### config.mk
export PLATFORM = sky130hd
export DESIGN_NAME = crp_sequencer
export DESIGN_NICKNAME = d
export VERILOG_FILES = /design/src/rtl/crp_pkg.sv /design/src/rtl/crp_lfsr.sv /design/src/rtl/crp_sequencer.sv
export SDC_FILE = /design/constraint.sdc
export NUM_CORES = 1
export LEC_CHECK = 0
export ABC_AREA = 0
export CORE_MARGIN = 2
export CORE_UTILIZATION = 45
export DETAILED_ROUTE_END_ITERATION = 7
export GPL_ROUTABILITY_DRIVEN = 0
export PLACE_DENSITY = 0.75
export SKIP_LAST_GASP = 1
export SYNTH_ARGS = -nofsm -noshare
export SYNTH_HDL_FRONTEND = slang
export SYNTH_SLANG_ARGS = --single-unit
### constraint.sdc
create_clock -name clk -period 2.7 [get_ports clk]
set_input_delay 0.81 -clock clk [delete_from_list [all_inputs] [get_ports clk]]
set_output_delay 0.81 -clock clk [all_outputs]
set_load 0.05 [all_outputs]
### src/rtl/crp_pkg.sv
// Shared types and constants for the challenge/response sequencer.
package crp_pkg;

  typedef enum logic [2:0] {
    IDLE    = 3'd0,
    LAUNCH  = 3'd1,
    SETTLE  = 3'd2,
    CAPTURE = 3'd3,
    OUTPUT  = 3'd4,
    FINISH  = 3'd5
  } crp_state_t;

  // Galois feedback mask for x^64 + x^63 + x^61 + x^60 + 1 (right-shifting form).
  localparam logic [63:0] CRP_LFSR_TAPS = 64'hD800_0000_0000_0000;

  // Challenge width of the inputNetwork this sequencer feeds.
  localparam int CRP_CW_DEFAULT = 64;

endpackage

### src/rtl/crp_lfsr.sv
// Right-shifting Galois LFSR producing the challenge stream; one shift per step.
module crp_lfsr
  import crp_pkg::*;
#(
  parameter int          CW   = CRP_CW_DEFAULT,
  parameter logic [CW-1:0] SEED = 64'hD0E7_20E9_A118_478C
) (
  input  logic          clk,
  input  logic          rst_n,
  input  logic          step,
  output logic [CW-1:0] q
);

  // An all-zero state would lock the LFSR, so a zero seed is promoted to 1.
  localparam logic [CW-1:0] SEED_EFF = (SEED == '0) ? CW'(1) : SEED;
  localparam logic [CW-1:0] TAPS     = CRP_LFSR_TAPS[CW-1:0];

  // Advance on step; the reset value restarts the sequence at the seed.
  always_ff @(posedge clk or negedge rst_n) begin
    if (!rst_n) begin
      q <= SEED_EFF;
    end else if (step) begin
      q <= q[0] ? ((q >> 1) ^ TAPS) : (q >> 1);
    end
  end

endmodule

### src/rtl/crp_sequencer.sv
// Challenge source and response collector: launches the PUF, waits the settle
// time, samples the response and offers each CRP over valid/ready.
module crp_sequencer
  import crp_pkg::*;
#(
  parameter int            CW         = CRP_CW_DEFAULT,
  parameter int            SETTLE_CYC = 16,
  parameter logic [CW-1:0] SEED       = 64'hD0E7_20E9_A118_478C
) (
  input  logic          clk,
  input  logic          rst_n,
  input  logic          start,
  input  logic [15:0]   num_crp,
  output logic [CW-1:0] chal,
  output logic          launch,
  input  logic          resp_in,
  output logic          out_valid,
  input  logic          out_ready,
  output logic [CW-1:0] out_chal,
  output logic          out_resp,
  output logic          busy,
  output logic          done
);

  localparam logic [7:0] SETTLE_LD = 8'(SETTLE_CYC);

  crp_state_t  state;
  crp_state_t  state_nxt;
  logic [7:0]  cnt;
  logic [15:0] remain;
  logic        handshake;

  // The LFSR output is the registered challenge; it only moves on an accepted CRP.
  crp_lfsr #(
    .CW   (CW),
    .SEED (SEED)
  ) u_lfsr (
    .clk   (clk),
    .rst_n (rst_n),
    .step  (handshake),
    .q     (chal)
  );

  // State register.
  always_ff @(posedge clk or negedge rst_n) begin
    if (!rst_n) state <= IDLE;
    else        state <= state_nxt;
  end

  // Next-state decode and Moore outputs.
  always_comb begin
    state_nxt = state;
    handshake = 1'b0;
    launch    = 1'b0;
    out_valid = 1'b0;
    done      = 1'b0;
    busy      = (state != IDLE);
    case (state)
      IDLE: begin
        if (start) state_nxt = (num_crp == 16'd0) ? FINISH : LAUNCH;
      end
      LAUNCH: begin
        launch    = 1'b1;
        state_nxt = SETTLE;
      end
      SETTLE: begin
        if (cnt == 8'd1) state_nxt = CAPTURE;
      end
      CAPTURE: begin
        state_nxt = OUTPUT;
      end
      OUTPUT: begin
        out_valid = 1'b1;
        if (out_ready) begin
          handshake = 1'b1;
          state_nxt = (remain == 16'd1) ? FINISH : LAUNCH;
        end
      end
      FINISH: begin
        done      = 1'b1;
        state_nxt = IDLE;
      end
      default: state_nxt = IDLE;
    endcase
  end

  // Settle countdown (loaded during LAUNCH) and remaining-CRP count.
  always_ff @(posedge clk or negedge rst_n) begin
    if (!rst_n) begin
      cnt    <= 8'd0;
      remain <= 16'd0;
    end else begin
      if (state == LAUNCH)      cnt <= SETTLE_LD;
      else if (state == SETTLE) cnt <= cnt - 8'd1;
      if (state == IDLE && start) remain <= num_crp;
      else if (handshake)         remain <= remain - 16'd1;
    end
  end

  // CRP output registers; held stable through any back-pressure in OUTPUT.
  always_ff @(posedge clk or negedge rst_n) begin
    if (!rst_n) begin
      out_chal <= '0;
      out_resp <= 1'b0;
    end else if (state == CAPTURE) begin
      out_chal <= chal;
      out_resp <= resp_in;
    end
  end

endmodule

==> qor.txt <==
Status -> complete, no violations
Layout cells sized above 1 -> 0.109
GRT overflow -> 0
Initial antenna violation count -> 0
Num CTS Buffers -> 17
Maximum VDD drop -> 0.421 mV
Count of pins over their slew limit -> 0
Core area -> 14000 sq um
Final nets -> 893
Crit path time final -> 2630 ps
Fmax -> 380 MHz
Met3 wire len -> 804 microns
Crit Path Category -> flop to primary output
Worst path cell trace -> buf_4, or3b_2, inv_1, buf_12
Dpl hpwl -> 10.3 mm
Unique masters post-synth -> 47
DRT Pass-1 Iters -> 6
# diodes -> 0
Via count -> 5359
CP max-delay cell -> or3b_2
Critical Path Fanout Max -> 11
Avg Cell Area, Syn -> 9.03 sq um
Syn nets -> 742
Clk pin slew, worst setup/hold paths -> 60 ps
DRC viols -> 0
Wire length on met2 -> 7.47 mm
Clock tree root driver cell -> clkbuf_16
EDFF count, synth -> 0
Synth Flop Type -> dfrtp_1
CTS tree -> done
Die height -> 124 microns
Setup Fix Bufs, Post-CTS -> 0
Flop and latch count out of synthesis -> 156
Crit. Startpoint -> state[1]
Max Cap Viol -> 0
Layout area overhead -> 37.0%
Worst endpoint required time -> 1890 ps
CP Launch Type -> flop
Sequential area share after synthesis -> 0.608
Commonest non-fill, non-tap cell in the layout -> nand2_1
DR WL/cell -> 14.7 microns
First-pass GRT wire length -> 25.5 mm
Post-CTS resize count -> 1
Top sig layer -> met4
FFs w/ async S/R, synth -> 1.00
Worst-Margin Slew -> 739 ps
Port Buffers -> 153
Worst slew margin -> 0.507
Num rows -> 43
Final Hold Vio Count -> 0
Worst hold path type -> input pin to async pin
Worst Slack Setup Final -> 65.1 ps
Synth Cell Area -> 6480 sq um
Setup TNS -> 0 ps
Clk_lat worst skew -> 410 ps
Clock sinks -> 156
Most frequent cells in the layout -> nand2_1 (403), clkdlybuf4s50_1 (148), dfrtp_1 (129), dfstp_2 (27), clkbuf_16 (17)
Overall routed net length -> 15.6 mm
Crit. End Element -> primary output
CP bufs+invs -> 3
Synth Instances -> 717
Setup repair after global routing missed its margin -> false
Crit path max-delay family -> simple AND/OR/NAND/NOR gates
CTS Buffer Depth -> 2
CP peak stage delay -> 590 ps
Final core occ -> 0.634
DRT iter0 DRCs -> 401
Setup violators final -> 0
ANT nets after route -> 0
Placement Setup Slack -> 122 ps
Largest net degree at the start of global routing -> 66
Start of the worst register-to-register path -> remain[0]
Skew final -> 7.07 ps
Leakage -> 4.37 nW
Vias/cell -> 5.05
# hold bufs at CTS -> 0
Area of the die -> 15400 sq um
Initial Util -> 0.463
Yosys warnings -> 0
Die span in x -> 124 microns
Vias in the first global route -> 4979
WL met1 -> 7.12 mm
Final period util -> 0.976
Cell area power density -> 760 nW/um^2
Worst EP arrival -> 1820 ps
Tot GR Track Use -> 0.214
I/O Pins -> 154
H-tree levels -> 4
synthesized netlist by cell type (all sizes together) (4+ instances only):
master,instances,area share
nor2,14,0.0081
clkbuf,20,0.012
o21ai,13,0.010
dfstp,27,0.11
nand2,403,0.23
a21oi,8,0.0062
nand3,4,0.0031
nor4,9,0.012
buf,19,0.013
inv,9,0.0052
nor3b,4,0.0046
or4,4,0.0058
ha,4,0.0077
a221o,11,0.017
nor3,6,0.0081
dfrtp,129,0.50
worst reg2reg max path, stage by stage (launching register included):
cell,delay (ps)
dfrtp_1,400
inv_1,110
ha_1,220
or3b_2,510
nor3_4,270
a21oi_1,110
a221o_1,270
sequential cells by signal (all words and copies together), names as in the netlist:
name and count:
out_chal 64, out_resp 1, cnt 8, u_lfsr.q 64, remain 16, state 3
cell type report:
| class | count | area [sq um] |
|---|---|---|
| multi-input combinational | 513 | 2360 |
| clock buffer | 18 | 429 |
| timing repair buffer | 171 | 1720 |
| tap | 180 | 225 |
| inverter | 9 | 33.8 |
| clock inverter | 14 | 171 |
| sequential | 156 | 3940 |
| fill | 1179 | 5110 |
metrics by stage:
| step | area [sq um] | hold WS (ps) | instances | power, mW |
|---|---|---|---|---|
| global placement | 8280 | 457 | 1029 | 4.34 |
| finish | 8870 | 338 | 1061 | 6.75 |
| floorplan | 6480 | 446 | 717 | 3.83 |
| detailed placement | 8280 | 461 | 1029 | 4.39 |
| CTS | 8870 | 345 | 1061 | 6.81 |
| global route | 8870 | 360 | 1061 | 7.10 |
per-layer routing:
layer,global-route usage,up-vias
met5,0,-
met4,0.0772,0
met3,0.0435,17
met2,0.328,156
met1,0.305,2583
li1,-,2603
path summary, 6_finish.rpt:
| check | end | slack [ps] | depth (start not counted) |
|---|---|---|---|
| min in group clk | out_chal[45] | 470 | 2 |
| max | launch | 70 | 4 |
| min reg2reg | out_chal[45] | 470 | 2 |
| max in group asynchronous | u_lfsr.q[8] | 1650 | 2 |
| max reg2reg | remain[10] | 690 | 6 |
| min | remain[12] | 340 | 1 |
cells by family (layout without fill, tap and decap cells):
family          count (synthesis)  in the layout  synth area share
mux                             3              3           0.00464
fa+ha+maj                       4              4           0.00773
buf+inv                        48            212            0.0309
flops                         156            156             0.608
xor+xnor                        4              4           0.00541
compound gates                 44             44            0.0479
simple gates                  458            458             0.296
power breakdown:
part           internal, mW  switching [mW]
clock                  1.46           0.953
combinational         0.569            1.02
sequential             2.54           0.208
total                  4.56            2.18
Note: power is estimated with default switching activity, not from simulation.
